### src/rtl/sp_ram_ctrl.sv
// sp_ram_ctrl: in-order request controller for a single-port synchronous RAM,
// returning every read/write response through a small credit-guarded FIFO.
module sp_ram_ctrl #(
    parameter int ADDR_W    = 8,
    parameter int DATA_W    = 32,
    parameter int RSP_DEPTH = 2
) (
    input  logic                  clk,
    input  logic                  resetn,
    input  logic                  req,
    input  logic                  wr,
    input  logic [ADDR_W-1:0]     addr,
    input  logic [DATA_W/8-1:0]   wstrb,
    input  logic [DATA_W-1:0]     wdata,
    output logic                  addr_ok,
    output logic                  data_ok,
    output logic                  data_wr,
    output logic [DATA_W-1:0]     rdata,
    input  logic                  rsp_ready,
    output logic                  ram_ce,
    output logic                  ram_oce,
    output logic                  ram_reset,
    output logic                  ram_wre,
    output logic [ADDR_W-1:0]     ram_ad,
    output logic [DATA_W/8-1:0]   ram_byte_en,
    output logic [DATA_W-1:0]     ram_din,
    input  logic [DATA_W-1:0]     ram_dout
);
    localparam int CW = $clog2(RSP_DEPTH + 2);
    localparam int PW = $clog2(RSP_DEPTH);

    logic [CW-1:0]     count, occ;
    logic [PW-1:0]     rd_ptr, wr_ptr;
    logic              inflight, infl_wr, issue, pop;
    logic [RSP_DEPTH-1:0] fifo_wr;
    logic [DATA_W-1:0] fifo_data [RSP_DEPTH];

    function automatic logic [PW-1:0] nxt(input logic [PW-1:0] p);
        return p == PW'(RSP_DEPTH - 1) ? '0 : p + 1'b1;
    endfunction

    // A request needs a free FIFO slot reserved for it, counting the in-flight one
    assign pop         = data_ok & rsp_ready;
    assign occ         = count + CW'(inflight) - CW'(pop);
    assign addr_ok     = resetn & (occ < CW'(RSP_DEPTH));
    assign issue       = req & addr_ok;
    assign ram_ce      = issue;
    assign ram_wre     = issue & wr;
    assign ram_ad      = addr;
    assign ram_din     = wdata;
    assign ram_byte_en = wr ? wstrb : '1;
    assign ram_oce     = 1'b1;
    assign ram_reset   = 1'b0;
    assign data_ok     = count != '0;
    assign data_wr     = data_ok & fifo_wr[rd_ptr];
    assign rdata       = data_ok ? fifo_data[rd_ptr] : '0;

    always_ff @(posedge clk or negedge resetn) begin
        if (!resetn) begin
            count    <= '0;
            rd_ptr   <= '0;
            wr_ptr   <= '0;
            inflight <= 1'b0;
            infl_wr  <= 1'b0;
        end else begin
            inflight <= issue;
            if (issue) infl_wr <= wr;
            if (inflight) wr_ptr <= nxt(wr_ptr);
            if (pop) rd_ptr <= nxt(rd_ptr);
            count <= count + CW'(inflight) - CW'(pop);
        end
    end

    always_ff @(posedge clk) begin
        if (inflight) begin
            fifo_wr[wr_ptr]   <= infl_wr;
            fifo_data[wr_ptr] <= infl_wr ? '0 : ram_dout;
        end
    end
endmodule

### config.mk
export PLATFORM = sky130hd
export DESIGN_NAME = sp_ram_ctrl
export DESIGN_NICKNAME = d
export VERILOG_FILES = /design/src/rtl/sp_ram_ctrl.sv
export SDC_FILE = /design/constraint.sdc
export NUM_CORES = 1
export LEC_CHECK = 0
export ABC_AREA = 1
export BUFFER_PORTS_ARGS = -buffer_cell sky130_fd_sc_hd__buf_2
export CAP_MARGIN = 15
export CORE_MARGIN = 2
export CORE_UTILIZATION = 45
export CTS_CLUSTER_SIZE = 30
export DETAILED_ROUTE_END_ITERATION = 12
export PLACE_DENSITY = 0.86
export SYNTH_ARGS = -nofsm -noshare
export SYNTH_HDL_FRONTEND = slang
export SYNTH_SLANG_ARGS = --single-unit
### constraint.sdc
create_clock -name clk -period 3.3 [get_ports clk]
set_clock_uncertainty 0.15 [all_clocks]
set_input_delay 0.165 -clock clk [delete_from_list [all_inputs] [get_ports clk]]
set_output_delay 0.165 -clock clk [all_outputs]
set_load 0.005 [all_outputs]
==> summary.txt, run 1 <==
Outcome
  – Status: finished, final reports clean

Placement
  – IO Port Bufs: 81
  – Placed Area: 3590 sq um
  – RD Place Congestion: 0.751
  – Post-DP HPWL: 4360 microns

Die
  – Chip Width: 91.3 microns
  – Core Area: 7330 sq um
  – Core Rows: 31
  – IO Count: 164
  – Chip Height: 91.3 microns
  – Starting Density: 0.468
  – Die Area: 8340 sq um

Global route
  – Largest net degree at the start of global routing: 35
  – Remaining global-route overflow: 0
  – First-pass GRT wire length: 10700 microns
  – Vias in the first global route: 2311
  – Gr usage total: 0.168
  – Initial antenna violation count: 0

Drt
  – DRT iter0 DRCs: 93
  – Residual DRC: 0
  – Vias/cell: 4.66
  – Vias: 2281
  – DRT Pass-1 Iters: 5
  – Final ANT Viol Nets: 0
  – Final wirelength: 6770 microns
  – WL/cell: 13.8 microns

Job
  – Max cap viols: 0

Yosys
  – Post-synthesis sequential area ratio: 0.621
  – Synth Area in XOR/XNOR: 0.00510
  – Post-Synthesis Cells: 330
  – Mapped Area: 3430 sq um
  – Async SR Flop Fraction: 0.0833
  – Post-synth net total: 413
  – Post-synth top flop: edfxtp_1
  – Post-synth EDFFs: 66
  – Post-Synth Simple-Gate Area: 0.135
  – Register bit total from synthesis: 72
  – Synth warn: 0
  – Mapped Avg Cell Area: 10.4 sq um
  – Compound-Gate Fraction of Synth Area: 0.0580
  – Yosys cell types: 21
  – Largest family of logic cells by synthesized area: buffers and inverters
  – Area share of fa/ha/maj cells after synthesis: 0.00729
  – Mux contribution to synthesized area: 0

Power and ir drop
  – Leak Pwr: 1.76 nW
  – Peak supply drop: 393 uV
  – PD cells: 764 nW/um^2

Clocking
  – Clock buffer count from CTS: 9
  – Clk slew on worst S/H paths: 0.08 ns
  – TritonCTS clock tree: yes
  – Clk root buf: clkbuf_8
  – Clk Latency, worst-skew pair: 0.33 ns
  – Resized cells post-CTS: 0
  – CTS H-tree depth: 3
  – Clock Path Buffers: 2
  – Clk sinks: 72

Setup path
  – Kind of critical path: reg2reg
  – Startpoint Class: flip-flop
  – CP endpoint kind: flip-flop
  – CP most frequent cell: nand2_1
  – Critical path peak fanout: 4
  – Worst path required time: 3.37 ns
  – Critical path's largest stage delay: 0.57 ns
  – CP cell instances: nor2_4, nor2_2, ha_1, inv_1, ha_1, inv_1, nand2_1, nand2_1, nand2_1, nand2_1, nand4_1, dlygate4sd3_1, nand2_1, dlygate4sd3_1
  – Crit path max-delay cell type: dlygate4sd3_1
  – CP arrival: 3.08 ns

Timing
  – Tcrit/Tclk final: 0.913
  – Max-slew violation count: 0
  – Worst-margin pin slew: 0.962 ns
  – RSZ-0062 raised after global routing: false
  – Crit path time final: 3.01 ns
  – Final setup violation count: 0
  – Fmax achieved: 332 MHz
  – Setup TNS: 0 ns
  – Final Hold Viols: 0
  – Slew margin rel.: 0.357

Cells and area
  – NumNets Final: 468
  – Area Overhead vs Synth: 13.7%
  – Share of post-route cells with drive strength above 1: 0.300
  – Ant. Diodes: 0
  – Commonest cells after routing, fill and taps aside: 81 x buf_2, 75 x nand2_1, 66 x edfxtp_1
  – Final instance area: 3900 sq um
  – Commonest non-fill, non-tap cell in the layout: buf_2

Worst hold path
  – Hold crit path type: in2reg
[routing by layer]
metal | vias up | track usage | wire length (microns)
li1 | 1107 | - | -
met1 | 1057 | 0.174 | 2670
met2 | 96 | 0.307 | 3550
met3 | 21 | 0.0548 | 408
met4 | 0 | 0.0720 | 144
met5 | - | 0 | 0
[final timing paths]
path | from | end | slack, ns | depth (start not counted)
setup / recovery | count[0] | infl_wr | 0.29 | 14
hold / removal | ram_dout[15] | fifo_data[1][15] | 0.01 | 3
setup reg to reg | count[0] | infl_wr | 0.29 | 14
hold reg to reg | inflight | wr_ptr | 0.34 | 1
max in group asynchronous | resetn | rd_ptr | 2.78 | 2
min in group asynchronous | resetn | inflight | 0.05 | 2
[power by group]
group,switching [W],internal [W],total (W)
clock network,0.000324,0.000267,0.000591
logic,0.000631,0.000423,0.00105
registers,0.000131,0.00121,0.00134
total,0.00109,0.00190,0.00298
[synth_stat cells (2+ instances only)]
master	n	area (sq um)
a21oi_1	24	120
buf_6	2	22.5
nor2_1	33	124
ha_1	2	25.0
a21oi_2	9	78.8
nand3_1	2	10.0
inv_1	44	165
buf_4	48	360
conb_1	2	7.51
or2_2	4	25.0
nand2_1	75	282
edfxtp_1	66	1980
dfrtp_1	6	150
xor2_1	2	17.5
buf_2	5	25.0
[area by class of cell]
class,instances,area (sq um)
Tap cell,99,124
Fill cell,650,3430
Clock inverter,6,36.3
Sequential cell,72,2130
Multi-Input combinational cell,156,721
Clock buffer,10,128
Timing Repair Buffer,100,586
Inverter,46,175
[metrics by stage]
step                      hold WS, ns  setup slack [ns]  instances  total power, W  utilization
after global routing          0.00649             0.137        489         0.00319        0.532
after floorplan                -0.281             0.906        330         0.00205            -
after global placement         -0.136              1.36        458         0.00235        0.489
after CTS                    0.000538             0.308        488         0.00301        0.531
after detailed placement       -0.131              1.20        458         0.00240        0.489
final                          0.0134             0.288        489         0.00298        0.532
[cells by family (layout without fill, tap and decap cells)]
family,after synthesis,count (layout)
AO/OA/AOI/OAI,33,33
XOR/XNOR,2,2
adder cells (fa/ha/maj),2,2
buffers and inverters,102,162
flip-flops,72,72
other,2,2
AND/OR/NAND/NOR,117,117
[flip-flops by register name (all words and copies together), names as in the netlist]
name / cells
infl_wr: 1
count: 2
inflight: 1
wr_ptr: 1
rd_ptr: 1
fifo_data: 64
fifo_wr: 2
[worst max-delay path: cells and delay by family (launching register included)]
kind	cells	cell delay, ns
flops	1	0.42
buf+inv	4	1.26
simple gates	8	0.62
fa+ha+maj	2	0.46
[repair_timing]
action | CTS | global route
setup buffers | 0 | 0
hold buffers | 14 | 1
hold endpoints to repair | 25 | 2
Note: power is estimated with default switching activity, not from simulation.
==> run 2, diff against run 1 <==
--- a/config.mk
+++ b/config.mk
@@ -12,7 +12,8 @@
 export CORE_UTILIZATION = 45
 export CTS_CLUSTER_SIZE = 30
 export DETAILED_ROUTE_END_ITERATION = 12
-export PLACE_DENSITY = 0.86
+export MAX_ROUTING_LAYER = met4
+export PLACE_DENSITY = 0.78
 export SYNTH_ARGS = -nofsm -noshare
 export SYNTH_HDL_FRONTEND = slang
 export SYNTH_SLANG_ARGS = --single-unit
==> summary.txt, run 2 (synthesis gave the netlist of run 1 again) <==
Outcome
  – Status: finished, final reports clean

Drt
  – WL/cell: 13.9 microns
  – DRT iter0 DRCs: 144
  – Final wirelength: 6870 microns
  – Vias/cell: 4.63
  – Final ANT Viol Nets: 0
  – DRT Pass-1 Iters: 4
  – Vias: 2289
  – Residual DRC: 0

Clocking
  – Clk slew on worst S/H paths: 0.08 ns
  – Clk sinks: 72
  – Clk root buf: clkbuf_8
  – Clk Latency, worst-skew pair: 0.33 ns
  – Clock Path Buffers: 2
  – TritonCTS clock tree: yes
  – Resized cells post-CTS: 0
  – Post-CTS setup buffers: 0
  – CTS H-tree depth: 3
  – Clock buffer count from CTS: 9

Die
  – Chip Width: 91.3 microns
  – Core Area: 7330 sq um
  – Core Rows: 31
  – Starting Density: 0.468
  – IO Count: 164
  – Die Area: 8340 sq um
  – Chip Height: 91.3 microns

Setup path
  – Buf+Inv Stages, Crit Path: 4
  – Critical path's largest stage delay: 0.42 ns
  – CP most frequent cell: nand2_1
  – Flop2flop setup slack: 1.39 ns
  – Cell family with most CP delay: simple AND/OR/NAND/NOR gates
  – Crit path max-delay cell type: dfrtp_1
  – Worst path required time: 2.98 ns
  – CP cell instances: nor2_4, nor2_2, ha_1, inv_1, ha_1, inv_1, nand2_1, nand2_1, nand2_1, nand2_1, nand4_1, inv_1, buf_2
  – Critical path peak fanout: 4
  – CP endpoint kind: output pin
  – Kind of critical path: reg2out
  – Startpoint Class: flip-flop
  – CP arrival: 2.08 ns

Placement
  – Placed Cells: 458
  – Post-Place Setup Slack: 1.27 ns
  – IO Port Bufs: 81
  – Post-DP HPWL: 4370 microns
  – RD Place Congestion: 0.715

Timing
  – Worst-margin pin slew: 0.997 ns
  – Max-slew violation count: 0
  – Tcrit/Tclk final: 0.727
  – Fin worst setup slack: 0.902 ns
  – RSZ-0062 raised after global routing: false
  – Crit path time final: 2.40 ns
  – Setup TNS: 0 ns
  – Fmax achieved: 417 MHz
  – Final Hold Viols: 0
  – Slew margin rel.: 0.333
  – Final setup violation count: 0

Cells and area
  – Area Overhead vs Synth: 16.6%
  – Non-Filler Instances: 494
  – Share of post-route cells with drive strength above 1: 0.299
  – Commonest cells after routing, fill and taps aside: 81 x buf_2, 75 x nand2_1, 66 x edfxtp_1
  – Commonest non-fill, non-tap cell in the layout: buf_2
  – Max FFs per register: 64
  – Top Registers: fifo_data: 64 flops, count: 2 flops, fifo_wr: 2 flops
  – NumNets Final: 472
  – Top reg by flops: fifo_data

Global route
  – Remaining global-route overflow: 0
  – Gr usage total: 0.173
  – Largest net degree at the start of global routing: 35
  – Initial antenna violation count: 1
  – First-pass GRT wire length: 10700 microns
  – Vias in the first global route: 2296

Power and ir drop
  – Peak supply drop: 434 uV
  – Tot Pwr: 0.00315 W
  – PD cells: 788 nW/um^2
  – Leak Pwr: 1.81 nW

Job
  – Max cap viols: 0

Worst hold path
  – Hold crit path type: in2reg
[run 2: cell type report]
class | count | area [sq um]
Fill cell | 628 | 3330
Sequential cell | 72 | 2130
Multi-Input combinational cell | 156 | 721
Timing Repair Buffer | 104 | 626
Inverter | 46 | 175
Clock buffer | 10 | 128
Tap cell | 99 | 124
Clock inverter | 6 | 92.6
Antenna cell | 1 | 2.50
[run 2: repair_timing]
| item | 4_1_cts | 5_1_grt |
|---|---|---|
| hold endpoints to repair | 40 | 0 |
| hold buffers | 19 | 0 |
| endpoints found under the setup margin | 0 | 0 |
[run 2: per-layer routing]
metal	global-route usage	vias to the layer above	wire (microns)
li1	-	1116	-
met1	0.174	1061	2650
met2	0.303	84	3570
met3	0.0548	28	464
met4	0.0846	0	186
met5	-	-	0
[run 2: stage by stage]
step	utilization	cell area (sq um)	hold slack, ns
after global placement	0.489	3590	-0.134
final	0.546	4000	0.00578
after detailed placement	0.489	3590	-0.132
after global routing	0.546	4000	0.00306
after CTS	0.545	4000	0.000262
after floorplan	-	3430	-0.281
[run 2: power by group]
| part | switching (W) | internal, W | leakage (nW) |
|---|---|---|---|
| clock network | 0.000330 | 0.000430 | 0.103 |
| logic | 0.000648 | 0.000416 | 1.03 |
| registers | 0.000121 | 0.00121 | 0.678 |
[run 2: path summary, 6_finish.rpt]
path                                        end         from  depth (start not counted)
worst max-delay path                    ram_wre     count[0]                         13
worst min-delay path            fifo_data[1][4]  ram_dout[4]                          3
worst max register to register          infl_wr     count[0]                         13
worst min register to register           wr_ptr     inflight                          1
max in group asynchronous               infl_wr       resetn                          2
min in group asynchronous                wr_ptr       resetn                          2
[run 2: worst min-delay path: stages]
cell	delay (ns)
buf_2	0.08
inv_1	0.03
nor2_1	0.10
==> run 3, diff against run 2 <==
==> config.mk (replaced) <==
export PLATFORM = sky130hd
export DESIGN_NAME = sp_ram_ctrl
export DESIGN_NICKNAME = d
export VERILOG_FILES = /design/src/rtl/sp_ram_ctrl.sv
export SDC_FILE = /design/constraint.sdc
export NUM_CORES = 1
export LEC_CHECK = 0
export ABC_AREA = 0
export BUFFER_PORTS_ARGS = -buffer_cell sky130_fd_sc_hd__buf_2
export CAP_MARGIN = 15
export CORE_MARGIN = 2
export CORE_UTILIZATION = 41
export CTS_CLUSTER_SIZE = 30
export DETAILED_ROUTE_END_ITERATION = 12
export MAX_ROUTING_LAYER = met4
export PLACE_DENSITY = 0.76
export SYNTH_ARGS = -nofsm -noshare
export SYNTH_HDL_FRONTEND = slang
export SYNTH_SLANG_ARGS = --single-unit
==> constraint.sdc (replaced) <==
create_clock -name clk -period 2.15 [get_ports clk]
set_clock_uncertainty 0.15 [all_clocks]
set_input_delay 0.1075 -clock clk [delete_from_list [all_inputs] [get_ports clk]]
set_output_delay 0.1075 -clock clk [all_outputs]
set_load 0.005 [all_outputs]
==> summary.txt, run 3 <==
Placement
  – IO Port Bufs: 81
  – Post-Place Setup Slack: -0.0895 ns
  – Post-DP HPWL: 4150 microns
  – Placed Area: 3610 sq um
  – RD Place Congestion: 0.701

Cells and area
  – FF+latch area: 2140 sq um
  – Area Overhead vs Synth: 30.0%
  – Fillers: 654
  – Commonest cells after routing, fill and taps aside: 80 x buf_2, 66 x edfxtp_1, 34 x dlygate4sd3_1
  – Share of post-route cells with drive strength above 1: 0.378
  – Area of the multi-input gates: 861 sq um
  – NumNets Final: 425
  – Commonest non-fill, non-tap cell in the layout: buf_2
  – Ant. Diodes: 0
  – Top reg by flops: fifo_data
  – Top Registers: fifo_data: 64 flops, count: 2 flops, fifo_wr: 2 flops
  – Final instance area: 4320 sq um
  – Max FFs per register: 64

Yosys
  – Register bit total from synthesis: 72
  – Mapped Area: 3320 sq um
  – Largest cells by area after synthesis: edfxtp_1 60%, mux2i_1 10%, buf_4 9.5%
  – Post-synthesis sequential area ratio: 0.642
  – Post-synth net total: 329
  – Synth top cells by count: 66 x edfxtp_1, 42 x buf_4, 36 x nor2_1, 33 x mux2i_1, 32 x nor2b_1
  – Synth warn: 0
  – Post-synth top flop: edfxtp_1
  – Post-Synthesis Cells: 246
  – Count leader, synth: edfxtp_1
  – Yosys cell types: 18
  – Share of the synthesized area in the top cell type: 0.597
  – Post-synth EDFFs: 66
  – Async SR Flop Fraction: 0.0833
  – Mapped Avg Cell Area: 13.5 sq um
  – Area leader, netlist: edfxtp_1

Drt
  – Vias/cell: 4.66
  – Final wirelength: 6910 microns
  – Final ANT Viol Nets: 0
  – Vias: 2094
  – DRT Pass-1 Iters: 4
  – WL/cell: 15.4 microns
  – Residual DRC: 0
  – DRT iter0 DRCs: 92

Setup path
  – Startpoint Class: flip-flop
  – Worst path required time: 2.23 ns
  – Kind of critical path: reg2reg
  – Critical path peak fanout: 3
  – CP arrival: 2.51 ns
  – CP endpoint kind: flip-flop

Power and ir drop
  – PD cells: 1280 nW/um^2
  – Peak supply drop: 914 uV
  – Leak Pwr: 1.82 nW

Clocking
  – Clock Path Buffers: 2
  – Clk root buf: clkbuf_8
  – Clk Latency, worst-skew pair: 0.34 ns
  – CTS H-tree depth: 3
  – Clk sinks: 72
  – Clock buffer count from CTS: 9
  – Clk slew on worst S/H paths: 0.07 ns
  – TritonCTS clock tree: yes

Global route
  – Vias in the first global route: 2221
  – Met1 Use GR: 0.178
  – First-pass GRT wire length: 10700 microns
  – Largest net degree at the start of global routing: 34
  – GRT Max-Usage Layer: met2
  – Initial antenna violation count: 0
  – GR Layer Usage met3: 0.0441
  – Remaining global-route overflow: 0
  – Grt met2 use: 0.304
  – Gr usage total: 0.171

Die
  – IO Count: 164
  – Core Area: 7770 sq um
  – Die Area: 8830 sq um
  – Chip Width: 94.0 microns
  – Chip Height: 94.0 microns
  – Starting Density: 0.427
  – Core Rows: 32

Timing
  – Max-slew violation count: 0
  – Fin worst setup slack: -0.286 ns
  – Tcrit/Tclk final: 1.13
  – Final setup violation count: 4
  – Final Hold Viols: 0
  – Setup TNS: -1.01 ns
  – Crit path time final: 2.44 ns
  – Fmax achieved: 410 MHz
  – RSZ-0062 raised after global routing: true

Worst hold path
  – Hold crit path type: in2reg

Outcome
  – Status: finished, violations left
  – Failing checks: setup timing

Job
  – Max cap viols: 0
run 3: cell count changes after synthesis, moves of 6 or more:
cell,before,now
inv_1,44,4
mux2i_1,0,33
buf_4,48,42
a21oi_1,24,0
nand2_1,75,1
a21oi_2,9,0
nor2b_1,0,32
run 3: timing repair:
action,4_1_cts,5_1_grt
setup buffers,16,2
pin swaps,7,2
endpoints found under the setup margin,4,23
gates resized for setup,8,6
hold endpoints to repair,67,2
hold buffers,33,1
run 3: worst paths after layout:
check                             startpoint               end  slack [ns]  cells after the start
worst max-delay path                count[0]           infl_wr       -0.29                     12
worst min-delay path            ram_dout[10]  fifo_data[1][10]        0.03                      2
worst max register to register      count[0]           infl_wr       -0.29                     12
worst min register to register      inflight            wr_ptr        0.35                      1
max in group asynchronous             resetn            rd_ptr        1.01                      3
min in group asynchronous             resetn          inflight        0.59                      3
run 3: area by class of cell:
cell class	count	share of cell area
Clock inverter	7	0.0223
Tap cell	102	0.0296
Clock buffer	9	0.0287
Multi-Input combinational cell	118	0.199
Inverter	4	0.00406
Sequential cell	72	0.495
Timing Repair Buffer	137	0.221
run 3: per-stage QoR:
stage | utilization | hold WS, ns | cells | power [W]
6_report | 0.556 | 0.0290 | 449 | 0.00551
5_1_grt | 0.556 | 0.0228 | 449 | 0.00589
4_1_cts | 0.556 | 0.000842 | 452 | 0.00555
3_5_place_dp | 0.465 | -0.198 | 387 | 0.00406
3_3_place_gp | 0.465 | -0.202 | 387 | 0.00400
2_1_floorplan | - | -0.338 | 246 | 0.00329
run 3: metal layers:
layer,vias to the layer above,part of all wire
li1,980,-
met1,986,0.38
met2,102,0.53
met3,26,0.075
met4,0,0.021
met5,-,0
run 3: critical path, cell delays in order (launching register included):
cell	delay, ns
dfrtp_1	0.42
nor2_4	0.15
inv_2	0.06
and2_4	0.15
ha_4	0.27
inv_4	0.03
ha_4	0.14
xor3_2	0.26
nor2_4	0.12
buf_4	0.12
buf_6	0.08
buf_6	0.09
mux2_4	0.28
run 3: kinds of logic after synthesis:
family        synth area share
xor+xnor                0.0128
fa+ha+maj              0.00754
buf+inv                  0.112
flops                    0.642
mux                      0.104
other cells            0.00226
simple gates             0.119
run 3: where the power goes:
| group | switching, W | internal (W) |
|---|---|---|
| logic | 0.00106 | 0.00111 |
| registers | 0.000227 | 0.00197 |
| clock network | 0.000501 | 0.000652 |
| total | 0.00179 | 0.00372 |
